`src/rtl/arc4_pkg.sv`:
```
// Shared types and default widths for the ARC4 sequencer slice.
package arc4_pkg;

    localparam int unsigned ADDR_W = 8;
    localparam int unsigned DATA_W = 8;
    localparam int unsigned KEY_W  = 24;

    typedef enum logic [3:0] {
        IDLE,
        INIT_GO, INIT_ACK, INIT_RUN,
        KSA_GO,  KSA_ACK,  KSA_RUN,
        PRGA_GO, PRGA_ACK, PRGA_RUN
    } state_t;

    // Encoding doubles as the phase value shown on the LEDs.
    typedef enum logic [1:0] {
        NONE = 2'd0,
        INIT = 2'd1,
        KSA  = 2'd2,
        PRGA = 2'd3
    } owner_t;

endpackage

```
`src/rtl/arc4_smux.sv`:
```
// S memory port mux: passes only the owning engine's request, all-zero when unowned.
module arc4_smux
    import arc4_pkg::*;
#(
    parameter int unsigned ADDR_W = arc4_pkg::ADDR_W,
    parameter int unsigned DATA_W = arc4_pkg::DATA_W
) (
    input  owner_t              owner,
    input  logic [ADDR_W-1:0]   init_addr,
    input  logic [DATA_W-1:0]   init_wrdata,
    input  logic                init_wren,
    input  logic [ADDR_W-1:0]   ksa_addr,
    input  logic [DATA_W-1:0]   ksa_wrdata,
    input  logic                ksa_wren,
    input  logic [ADDR_W-1:0]   prga_addr,
    input  logic [DATA_W-1:0]   prga_wrdata,
    input  logic                prga_wren,
    output logic [ADDR_W-1:0]   s_addr,
    output logic [DATA_W-1:0]   s_wrdata,
    output logic                s_wren
);

    always_comb begin
        s_addr   = '0;
        s_wrdata = '0;
        s_wren   = 1'b0;
        case (owner)
            INIT: begin
                s_addr   = init_addr;
                s_wrdata = init_wrdata;
                s_wren   = init_wren;
            end
            KSA: begin
                s_addr   = ksa_addr;
                s_wrdata = ksa_wrdata;
                s_wren   = ksa_wren;
            end
            PRGA: begin
                s_addr   = prga_addr;
                s_wrdata = prga_wrdata;
                s_wren   = prga_wren;
            end
            default: ;
        endcase
    end

endmodule

```
`src/rtl/arc4_sched.sv`:
```
// ARC4 engine sequencer (init -> ksa -> optional prga) with S memory arbitration.
// Define ARC4_SCHED_PRGA_EN to include the PRGA stage.
module arc4_sched
    import arc4_pkg::*;
#(
    parameter int unsigned ADDR_W = arc4_pkg::ADDR_W,
    parameter int unsigned DATA_W = arc4_pkg::DATA_W,
    parameter int unsigned KEY_W  = arc4_pkg::KEY_W
) (
    input  logic                clk,
    input  logic                rst,
    input  logic                en,
    input  logic [KEY_W-1:0]    key,
    output logic                rdy,
    output logic [1:0]          phase,
    output logic [KEY_W-1:0]    key_q,
    output logic                init_en,
    output logic                ksa_en,
    output logic                prga_en,
    input  logic                init_rdy,
    input  logic                ksa_rdy,
    input  logic                prga_rdy,
    input  logic [ADDR_W-1:0]   init_addr,
    input  logic [DATA_W-1:0]   init_wrdata,
    input  logic                init_wren,
    input  logic [ADDR_W-1:0]   ksa_addr,
    input  logic [DATA_W-1:0]   ksa_wrdata,
    input  logic                ksa_wren,
    input  logic [ADDR_W-1:0]   prga_addr,
    input  logic [DATA_W-1:0]   prga_wrdata,
    input  logic                prga_wren,
    output logic [ADDR_W-1:0]   s_addr,
    output logic [DATA_W-1:0]   s_wrdata,
    output logic                s_wren,
    input  logic [DATA_W-1:0]   s_rddata
);

    state_t state;
    owner_t owner;

    // Read data reaches the engines directly at the top level.
    logic [DATA_W-1:0] unused_s_rddata;
    assign unused_s_rddata = s_rddata;

`ifdef ARC4_SCHED_PRGA_EN
    logic prga_en_q;
    assign prga_en = prga_en_q;
`else
    logic unused_prga_rdy;
    assign unused_prga_rdy = prga_rdy;
    assign prga_en = 1'b0;
`endif

    assign phase = owner;

    always_ff @(posedge clk) begin
        if (rst) begin
            state     <= IDLE;
            owner     <= NONE;
            rdy       <= 1'b1;
            key_q     <= '0;
            init_en   <= 1'b0;
            ksa_en    <= 1'b0;
`ifdef ARC4_SCHED_PRGA_EN
            prga_en_q <= 1'b0;
`endif
        end else begin
            init_en   <= 1'b0;
            ksa_en    <= 1'b0;
`ifdef ARC4_SCHED_PRGA_EN
            prga_en_q <= 1'b0;
`endif
            case (state)
                IDLE: if (en) begin
                    key_q <= key;
                    rdy   <= 1'b0;
                    owner <= INIT;
                    state <= INIT_GO;
                end
                INIT_GO: if (init_rdy) begin
                    init_en <= 1'b1;
                    state   <= INIT_ACK;
                end
                INIT_ACK: if (!init_rdy) state <= INIT_RUN;
                INIT_RUN: if (init_rdy) begin
                    owner <= KSA;
                    state <= KSA_GO;
                end
                KSA_GO: if (ksa_rdy) begin
                    ksa_en <= 1'b1;
                    state  <= KSA_ACK;
                end
                KSA_ACK: if (!ksa_rdy) state <= KSA_RUN;
                KSA_RUN: if (ksa_rdy) begin
`ifdef ARC4_SCHED_PRGA_EN
                    owner <= PRGA;
                    state <= PRGA_GO;
`else
                    owner <= NONE;
                    rdy   <= 1'b1;
                    state <= IDLE;
`endif
                end
`ifdef ARC4_SCHED_PRGA_EN
                PRGA_GO: if (prga_rdy) begin
                    prga_en_q <= 1'b1;
                    state     <= PRGA_ACK;
                end
                PRGA_ACK: if (!prga_rdy) state <= PRGA_RUN;
                PRGA_RUN: if (prga_rdy) begin
                    owner <= NONE;
                    rdy   <= 1'b1;
                    state <= IDLE;
                end
`endif
                default: begin
                    owner <= NONE;
                    rdy   <= 1'b1;
                    state <= IDLE;
                end
            endcase
        end
    end

    arc4_smux #(
        .ADDR_W (ADDR_W),
        .DATA_W (DATA_W)
    ) u_smux (
        .owner       (owner),
        .init_addr   (init_addr),
        .init_wrdata (init_wrdata),
        .init_wren   (init_wren),
        .ksa_addr    (ksa_addr),
        .ksa_wrdata  (ksa_wrdata),
        .ksa_wren    (ksa_wren),
        .prga_addr   (prga_addr),
        .prga_wrdata (prga_wrdata),
        .prga_wren   (prga_wren),
        .s_addr      (s_addr),
        .s_wrdata    (s_wrdata),
        .s_wren      (s_wren)
    );

endmodule
```
`config.mk`:
```
export PLATFORM = sky130hd
export DESIGN_NAME = arc4_sched
export DESIGN_NICKNAME = d
export VERILOG_FILES = /design/src/rtl/arc4_pkg.sv /design/src/rtl/arc4_smux.sv /design/src/rtl/arc4_sched.sv
export SDC_FILE = /design/constraint.sdc
export NUM_CORES = 1
export LEC_CHECK = 0
export CAP_MARGIN = 20
export CORE_AREA = 2 2 72 74
export CTS_CLUSTER_DIAMETER = 120
export DETAILED_ROUTE_END_ITERATION = 10
export DIE_AREA = 0 0 74 76
export PLACE_DENSITY = 0.81
export SLEW_MARGIN = 20
export SYNTH_ARGS = -nofsm -noshare
export SYNTH_HDL_FRONTEND = slang
export SYNTH_HIERARCHICAL = 1
export SYNTH_SLANG_ARGS = --single-unit
```
`constraint.sdc`:
```
create_clock -name clk -period 2.4 [get_ports clk]
set_input_delay 0.48 -clock clk [delete_from_list [all_inputs] [get_ports clk]]
set_output_delay 0.48 -clock clk [all_outputs]
set_load 0.01 [all_outputs]
```
==> results of run 1 <==
## cell type report
cell class              count  area, um2
repair buffers            133       1340
fillers                   425       1880
clock buffers               5       68.8
multi-input cells         138        898
flip-flops and latches     32        642
well taps                  70       87.6
## cell families (layout without fill, tap and decap cells)
logic type      after synthesis  in the layout  synth area share
flops                        32             32             0.387
compound gates               57             57             0.225
simple gates                 63             63             0.177
other cells                   1              1           0.00226
buf+inv                      18            138            0.0710
mux                          17             17             0.138
## report_power, final
| part | switching (mW) | total [mW] | internal [mW] |
|---|---|---|---|
| combinational | 0.155 | 0.433 | 0.279 |
| clock | 0.171 | 0.358 | 0.186 |
| sequential | 0.0298 | 0.599 | 0.569 |
## worst max-delay path: cells and delay by family
family,cells,cell delay (ps)
buffers and inverters,2,890
multiplexers,1,270
AO/OA/AOI/OAI,1,180
## metrics by stage
step	setup WS, ps	hold slack, ps
after floorplan	699	481
after global placement	96.4	440
after detailed placement	79.1	447
after CTS	50.4	456
after global routing	42.2	484
final	96.6	453
## sequential cells by signal, summed over array words and instances (netlist names)
| register | flops |
|---|---|
| key_q | 24 |
| state | 3 |
| phase | 2 |
| init_en | 1 |
| ksa_en | 1 |
| rdy | 1 |
## layout by cell type, fill, tap and decap left out, drive strengths merged, types with 2 or more instances in the layout
cell type	n
nor4	2
clkdlybuf4s50	125
nor4b	2
dfxtp	32
mux2	17
buf	8
a31oi	2
nor2	2
o21ai	3
a21oi	28
clkbuf	5
o21a	2
a22o	17
nand2	52
## layer usage
layer	vias to the layer above	track usage	wire, um
met1	788	0.182	1840
met3	4	0.0886	645
met4	0	0.0418	30
met5	-	0	0
li1	899	-	-
met2	89	0.304	2450
## worst paths after layout
path | from | to | slack, ps | cells past startpoint
setup / recovery | init_addr[5] | s_addr[5] | 100 | 4
hold / removal | key_q[14] | key_q[14] | 450 | 2
setup reg to reg | state[2] | key_q[22] | 830 | 4
hold reg to reg | key_q[14] | key_q[14] | 450 | 2
## what timing repair did
item / 4_1_cts / 5_1_grt
resized for setup: 0 / 2
gates cloned: 0 / 0
setup buffers: 1 / 0
setup endpoints to repair: 17 / 1
==> impl_results.md, run 1 <==
* Via-to-Cell Ratio at 4.71
* CP Launch Type: input pin
* Area growth from synthesis to layout at 83.3%
* Critical path data arrival time at 1820 ps
* Sink Count at 32
* EDFF count, synth at 0
* Leakage at 1.14 nW
* Dominant synthesized flop cell: dfxtp_1
* Clk root buf: clkbuf_8
* Die ar. at 0.00562 mm2
* Post-route minimum period at 2300 ps
* DRC at 0
* Top cell type's share of synthesized area at 0.387
* Die height at 76 um
* Syn_nets at 277
* Std cell rows at 26
* CP Max Fanout at 1
* Post-synthesis sequential area ratio at 0.387
* Yosys top cell by area: dfxtp_1
* Die width at 74 um
* Max transition margin at 0.664
* Top-count cell post-synth: nand2_1
* Max frequency at 0.434 GHz
* Tot GR Track Use at 0.174
* Hold Fails Final Rpt at 0
* Worst Setup End Kind: output port
* CP max stage cell: clkdlybuf4s50_1
* Synthesized instance count at 188
* Cells after DPL at 372
* CTS clk-pin slew, worst paths at 60 ps
* Final setup vio count at 0
* Unrepaired setup endpoints after global routing: no
* VDD IR max at 478 uV
* Drt pass-1 iters at 4
* Post-CTS Hold Buffers at 0
* DRT Wirelength at 4.97 mm
* CP cell instances: clkdlybuf4s50_1, mux2_4, a22o_1, clkdlybuf4s50_1
* First-pass GRT wire length at 7.80 mm
* Clk_lat worst skew at 270 ps
* Clock buffer count from CTS at 5
* Placed instance area at 0.00294 mm2
* Final Util at 0.618
* Total negative setup slack at 0 ps
* GRT overflow at 0
* Finished Layout Cells at 378
* Core area at 0.00491 mm2
* Maximum clock insertion buffer count at 2
* Share of cells above drive strength 1 at 0.110
* IO Pins at 136
* Top post-synthesis cells by count: nand2_1 (52), dfxtp_1 (32), a21oi_1 (28)
* Critical path class: input pin to output port
* Layout net count at 399
* Final period utilization at 0.960
* Clk_skew at 4.04 ps
* ANT cells at 0
* Max stage delay on crit path at 480 ps
* Post-route total power at 1.39 mW
* H-tree levels at 2
* Vias at 1,780
* Area of the mapped netlist at 0.00166 mm2
* Vias in the first global route at 1,721
* Worst Hold Class: flip-flop to flip-flop
* CTS tree: done
* Mean routed wirelength per cell at 13.1 um
* Fin area at 0.00304 mm2
* Placer Congestion at 0.750
* Synth area leaders: dfxtp_1 (39%), nand2_1 (12%), mux2_4 (9.1%), a22o_1 (9.0%), a21oi_1 (8.5%)
* Netlist cell types at 29
* Outcome: finished clean
* Yosys warns at 6
* Detail Route Antenna Nets at 0
* DP HPWL at 3.88 mm
* PortBufs at 125
* Cell mode on critical path: clkdlybuf4s50_1
* Initial Utilization at 0.337
* Worst endpoint required time at 1920 ps
* Drt initial violations at 43
* Number of max-cap violations at 0
* Worst-Margin Slew at 503 ps
* Power per cell area at 458 mW/mm2
* Share of flip-flops with an asynchronous set or reset at 0
* Pin count of the biggest net entering global routing at 23
* Avg Cell Area, Syn at 8.81 um2
* Initial antenna violation count at 0
* Synth Register Bits at 32
* Final Max Slew Viols at 0
No activity file was read; power rests on OpenSTA's default activity.
==> run 2, diff against run 1 <==
--- a/config.mk
+++ b/config.mk
@@ -5,7 +5,6 @@
 export SDC_FILE = /design/constraint.sdc
 export NUM_CORES = 1
 export LEC_CHECK = 0
-export CAP_MARGIN = 20
 export CORE_AREA = 2 2 72 74
 export CTS_CLUSTER_DIAMETER = 120
 export DETAILED_ROUTE_END_ITERATION = 10
==> results of run 2 <==
No change in the layout: final DEF, timing and power equal those of run 1.
